**src/rtl/qerv_arb_pkg.sv**
```systemverilog
// Shared types for the ibus/dbus Wishbone arbiter.
//   state_t : grant FSM states
//   grant_t : which master owned the last completed transfer
//   IBUS_SEL: byte selects presented to memory for instruction fetches
package qerv_arb_pkg;

    typedef enum logic [1:0] {
        IDLE = 2'd0,
        IBUS = 2'd1,
        DBUS = 2'd2
    } state_t;

    typedef enum logic {
        G_IBUS = 1'b0,
        G_DBUS = 1'b1
    } grant_t;

    localparam logic [3:0] IBUS_SEL = 4'hf;

endpackage

```
**src/rtl/qerv_arb_timer.sv**
```systemverilog
// Bus-cycle watchdog for the arbiter.
// Counts cycles in which a memory cycle is outstanding without ack and
// flags expiry when the count reaches TIMEOUT-1 with still no ack.
// Ports:
//   i_clk, i_rst : clock, asynchronous active-high reset
//   i_busy       : a granted memory cycle is outstanding
//   i_ack        : memory ack for the outstanding cycle
//   o_expired    : combinational, asserted in the cycle the arbiter must force-terminate
module qerv_arb_timer #(
    parameter int TIMEOUT = 1023
) (
    input  logic i_clk,
    input  logic i_rst,
    input  logic i_busy,
    input  logic i_ack,
    output logic o_expired
);

    localparam int W = (TIMEOUT > 1) ? $clog2(TIMEOUT) : 1;
    localparam logic [W-1:0] LAST = W'(TIMEOUT - 1);

    logic [W-1:0] count;

    assign o_expired = i_busy & ~i_ack & (count == LAST);

    // Cleared whenever nothing is outstanding (IDLE or abort), on ack,
    // and on expiry so the next grant starts from zero.
    always_ff @(posedge i_clk or posedge i_rst) begin
        if (i_rst)
            count <= '0;
        else if (~i_busy | i_ack | o_expired)
            count <= '0;
        else
            count <= count + 1'b1;
    end

endmodule

```
**src/rtl/qerv_bus_arbiter.sv**
```systemverilog
// Shares one Wishbone memory port between the core's instruction bus and
// data bus. A registered grant FSM (IDLE/IBUS/DBUS) selects the master;
// the memory-side mux follows the state only, so a new request is seen on
// memory one cycle after it is raised in IDLE. A grant is held until ack
// (or abort) and every transfer is followed by one IDLE bubble.
// Optional build macro QERV_ARB_TIMEOUT_EN adds a watchdog that
// force-terminates a cycle after TIMEOUT cycles without ack.
// Ports:
//   i_clk, i_rst            : clock, asynchronous active-high reset
//   i_wb_ibus_* / o_wb_ibus_*: instruction master (read-only)
//   i_wb_dbus_* / o_wb_dbus_*: data master
//   o_wb_mem_* / i_wb_mem_*  : shared memory port
//   o_timeout               : one-cycle pulse on forced termination
module qerv_bus_arbiter
    import qerv_arb_pkg::*;
#(
    parameter int AW      = 32,
    parameter bit RR      = 1'b1,
    parameter int TIMEOUT = 1023
) (
    input  logic          i_clk,
    input  logic          i_rst,
    input  logic [AW-1:0] i_wb_ibus_adr,
    input  logic          i_wb_ibus_cyc,
    output logic [31:0]   o_wb_ibus_rdt,
    output logic          o_wb_ibus_ack,
    input  logic [AW-1:0] i_wb_dbus_adr,
    input  logic [31:0]   i_wb_dbus_dat,
    input  logic [3:0]    i_wb_dbus_sel,
    input  logic          i_wb_dbus_we,
    input  logic          i_wb_dbus_cyc,
    output logic [31:0]   o_wb_dbus_rdt,
    output logic          o_wb_dbus_ack,
    output logic [AW-1:0] o_wb_mem_adr,
    output logic [31:0]   o_wb_mem_dat,
    output logic [3:0]    o_wb_mem_sel,
    output logic          o_wb_mem_we,
    output logic          o_wb_mem_cyc,
    input  logic [31:0]   i_wb_mem_rdt,
    input  logic          i_wb_mem_ack,
    output logic          o_timeout
);

    state_t state;
    grant_t last_grant;

    logic ibus_gnt, dbus_gnt;
    logic cyc_raw, ack_raw, expired, done;

    assign ibus_gnt = (state == IBUS);
    assign dbus_gnt = (state == DBUS);

    // Cycle is live only while the granted master keeps its cyc high;
    // a stray memory ack outside such a cycle never reaches a master.
    assign cyc_raw = (ibus_gnt & i_wb_ibus_cyc) | (dbus_gnt & i_wb_dbus_cyc);
    assign ack_raw = i_wb_mem_ack & cyc_raw;

`ifdef QERV_ARB_TIMEOUT_EN
    qerv_arb_timer #(
        .TIMEOUT (TIMEOUT)
    ) u_timer (
        .i_clk     (i_clk),
        .i_rst     (i_rst),
        .i_busy    (cyc_raw),
        .i_ack     (i_wb_mem_ack),
        .o_expired (expired)
    );
`else
    logic unused_timeout_cfg;
    assign unused_timeout_cfg = (TIMEOUT == 0);
    assign expired = 1'b0;
`endif

    assign done      = ack_raw | expired;
    assign o_timeout = expired;

    // Memory side: steered purely by state. IDLE presents the ibus shape
    // with cyc low, which memory ignores.
    assign o_wb_mem_cyc = cyc_raw & ~expired;
    assign o_wb_mem_adr = dbus_gnt ? i_wb_dbus_adr : i_wb_ibus_adr;
    assign o_wb_mem_dat = dbus_gnt ? i_wb_dbus_dat : 32'h0;
    assign o_wb_mem_sel = dbus_gnt ? i_wb_dbus_sel : IBUS_SEL;
    assign o_wb_mem_we  = dbus_gnt & i_wb_dbus_we;

    // Master side: a forced termination returns zero data.
    assign o_wb_ibus_ack = ibus_gnt & done;
    assign o_wb_dbus_ack = dbus_gnt & done;
    assign o_wb_ibus_rdt = (ibus_gnt & ~expired) ? i_wb_mem_rdt : 32'h0;
    assign o_wb_dbus_rdt = (dbus_gnt & ~expired) ? i_wb_mem_rdt : 32'h0;

    always_ff @(posedge i_clk or posedge i_rst) begin
        if (i_rst) begin
            state      <= IDLE;
            last_grant <= G_IBUS;
        end else begin
            case (state)
                IDLE: begin
                    if (i_wb_ibus_cyc & i_wb_dbus_cyc) begin
                        if (RR)
                            state <= (last_grant == G_IBUS) ? DBUS : IBUS;
                        else
                            state <= DBUS;
                    end else if (i_wb_dbus_cyc) begin
                        state <= DBUS;
                    end else if (i_wb_ibus_cyc) begin
                        state <= IBUS;
                    end
                end
                IBUS: begin
                    // Abort leaves last_grant untouched.
                    if (!i_wb_ibus_cyc) begin
                        state <= IDLE;
                    end else if (done) begin
                        state      <= IDLE;
                        last_grant <= G_IBUS;
                    end
                end
                DBUS: begin
                    if (!i_wb_dbus_cyc) begin
                        state <= IDLE;
                    end else if (done) begin
                        state      <= IDLE;
                        last_grant <= G_DBUS;
                    end
                end
                default: state <= IDLE;
            endcase
        end
    end

endmodule

```
**config.mk**
```make
export PLATFORM = sky130hd
export DESIGN_NAME = qerv_bus_arbiter
export DESIGN_NICKNAME = d
export VERILOG_FILES = /design/src/rtl/qerv_arb_pkg.sv /design/src/rtl/qerv_arb_timer.sv /design/src/rtl/qerv_bus_arbiter.sv
export SDC_FILE = /design/constraint.sdc
export NUM_CORES = 1
export LEC_CHECK = 0
export ABC_AREA = 1
export BUFFER_PORTS_ARGS = -buffer_cell sky130_fd_sc_hd__buf_2
export CAP_MARGIN = 20
export CORE_AREA = 5 5 103 105
export DETAILED_ROUTE_END_ITERATION = 7
export DIE_AREA = 0 0 108 110
export PLACE_DENSITY_LB_ADDON = 0.15
export SLEW_MARGIN = 10
export SYNTH_ARGS = -nofsm -noshare
export SYNTH_HDL_FRONTEND = slang
export SYNTH_HIERARCHICAL = 1
export SYNTH_SLANG_ARGS = --single-unit
export TNS_END_PERCENT = 5
```
**constraint.sdc**
```tcl
create_clock -name i_clk -period 1.6 [get_ports i_clk]
set_clock_uncertainty 0.2 [all_clocks]
set_input_delay 0.08 -clock i_clk [delete_from_list [all_inputs] [get_ports i_clk]]
set_output_delay 0.08 -clock i_clk [all_outputs]
set_load 0.01 [all_outputs]
```
==> flow_metrics.env <==
export IMPL_num_rows=36
export IMPL_synth_nets=447
export IMPL_gr_total_overflow=0
export IMPL_dieArea_um2=11900
export IMPL_wl_um=7730
export IMPL_regArea_um2=76.3
export IMPL_hold_class="primary input to asynchronous set/reset pin"
export IMPL_whs_ns=0.0800
export IMPL_synthXorXnorAreaFrac_pct=0
export IMPL_crit_slowest_cell="dfrtp_1"
export IMPL_grt_usage_pct=11.2
export IMPL_violations="negative setup slack"
export IMPL_via_per_inst=3.69
export IMPL_timing_final_crit_share_pct=101
export IMPL_final_nets=719
export IMPL_cp_arrival_ns=1.33
export IMPL_finalWorstPathRequiredPeriod_ns=1.61
export IMPL_max_freq_ghz=0.621
export IMPL_antenna_found_initial=0
export IMPL_grt_max_degree=40
export IMPL_fin_ws_ns=-0.0100
export IMPL_crit_required_ns=1.32
export IMPL_first_pass_iters=4
export IMPL_io_buffer_count=273
export IMPL_yosys_warnings=6
export IMPL_cts_max_level=1
export IMPL_crit_fanout=13
export IMPL_synth_seq_area_share_pct=5.54
export IMPL_cp_buffers_inverters=3
export IMPL_synth_top_family_by_area="simple AND/OR/NAND/NOR gates"
export IMPL_critPathTopFamily="buffers and inverters"
export IMPL_hold_violations=0
export IMPL_vias=2631
export IMPL_cts_buffers=3
export IMPL_drtIter0Drc=152
export IMPL_grt_pass1_vias=2556
export IMPL_avgSynthCellArea_um2=4.39
export IMPL_drc=0
export IMPL_boundaryPins=275
export IMPL_placed_area_um2=2810
export IMPL_synthDistinctLibCells=16
export IMPL_core_area_um2=9550
export IMPL_diodes=0
export IMPL_synth_mux_area_share_pct=0
export IMPL_yosys_area_share_simple_pct=60.6
export IMPL_crit_path_cell_trace="inv_4, nand2_8, buf_6, or2_1, buf_2"
export IMPL_dpl_hpwl_um=6800
export IMPL_critPathCaptureType="output pin"
export IMPL_clkLatencyLatePin_ns=0.21
export IMPL_grt_pass1_wl_um=11000
export IMPL_synthToLayoutAreaGrowth_pct=123
export IMPL_drive_gt1_share_pct=52.8
export IMPL_clk_path_buf_depth=2
export IMPL_start_kind="register"
export IMPL_cts_clk_slew_worst_paths_ns=0.03
export IMPL_leakage_nw=2.27
export IMPL_finalMaxSlewViolations=0
export IMPL_cts_tree="yes"
export IMPL_cap_violations=0
export IMPL_yosys_area_share_adder_pct=0
export IMPL_post_cts_buffers=0
export IMPL_fill_cells=1128
export IMPL_multi_input_area_um2=897
export IMPL_outcome="finished, violations left"
export IMPL_final_area_um2=3020
export IMPL_setup_violations_final=3
export IMPL_synth_cell_area_um2=1360
export IMPL_clock_sinks=3
export IMPL_die_h_um=110
export IMPL_rsz0062_at_grt="true"
export IMPL_synth_cells=309
export IMPL_cts_root_buf="clkbuf_8"
export IMPL_wire_per_inst_um=10.8
export IMPL_cpPeakStageDelay_ns=0.40
export IMPL_p_per_area_nw_per_um2=1270
export IMPL_start_util_pct=14.2
export IMPL_fp_dieW_um=108
export IMPL_ir_drop_uv=657
export IMPL_ys_ff_latch=3
export IMPL_ant_nets=0
export IMPL_gp_congestion=0.805
export IMPL_synth_compound_area_share_pct=0.831
export IMPL_path_class="register to output pin"
## cells in the final DEF (no fill, tap or decap), types with 3 or more instances in the layout
master / netlist / final
dlygate4sd3_1: 0 / 4
or2_1: 4 / 4
clkbuf_8: 0 / 3
nand2_2: 1 / 4
nand2_1: 104 / 100
nor2_1: 99 / 88
inv_1: 69 / 68
nor2_2: 0 / 10
buf_12: 0 / 4
buf_6: 13 / 3
buf_2: 4 / 272
## flip-flops by register name, summed over array words and instances (netlist names)
name	flops
last_grant	1
state	2
## final timing paths
check | startpoint | end | slack (ns) | cells after the start
worst max-delay path | state[0] | o_wb_mem_sel[2] | -0.01 | 5
worst min register to register | last_grant | last_grant | 0.26 | 2
worst max register to register | state[0] | last_grant | 0.35 | 6
worst min-delay path | i_rst | last_grant | 0.08 | 3
min in group i_clk | i_wb_dbus_sel[1] | o_wb_mem_sel[1] | 0.23 | 3
max in group asynchronous | i_rst | state[1] | 0.98 | 3
## power breakdown
part | internal (mW) | leakage, nW | switching (mW) | total (mW)
combinational | 1.43 | 2.21 | 2.03 | 3.47
sequential | 0.114 | 0.0375 | 0.0485 | 0.163
clock | 0.170 | 0.0228 | 0.0459 | 0.215
total | 1.71 | 2.27 | 2.13 | 3.84
## routing by layer
metal	global-route usage (%)	wire length (um)
met1	10.1	2550
met3	3.79	1030
met4	1.53	87
met5	0	0
met2	24.2	4060
## stage by stage
stage	cells	utilization, %	setup TNS, ns	power, mW	worst slack, ns
finish	713	31.6	-0.0284	3.84	-0.0100
global route	713	31.6	-2.03	4.26	-0.0651
CTS	712	30.3	-0.133	3.69	-0.0405
detailed placement	704	29.4	0	3.44	0.171
global placement	704	29.4	0	3.44	0.190
floorplan	309	-	0	2.15	0.379
## Yosys cell counts (all sizes together)
cell type	number	area, um^2
a21oi	1	5.00
buf	18	174
conb	1	3.75
dfrtp	3	75.1
inv	72	270
nand2	105	397
nand3	3	15.0
nand3b	1	7.51
nor2	99	372
nor3	1	5.00
o22ai	1	6.26
or2	4	25.0
## logic make-up (layout without fill, tap and decap cells)
kind of cell,count (synthesis),after routing
simple gates,213,213
other cells,1,1
buf+inv,90,361
compound gates,2,2
flops,3,3
## tightest hold or removal path, stage by stage
cell and delay, ns:
dlygate4sd3_1 0.53, buf_2 0.12, inv_1 0.10
## layout make-up
type	instances	area share [%]
Tap cell	133	5.51
Sequential cell	3	2.53
Inverter	72	9.28
Timing Repair Buffer	285	51.5
Clock buffer	4	1.49
Multi-Input combinational cell	216	29.7
## timing repair
item                       4_1_cts  5_1_grt
resized for setup                1       31
pin swaps                        0        1
gates cloned                     0        1
hold buffers                     4        0
setup endpoints to repair       27       70
hold endpoints to repair         6        0
Power figures use the tool's default switching activity.
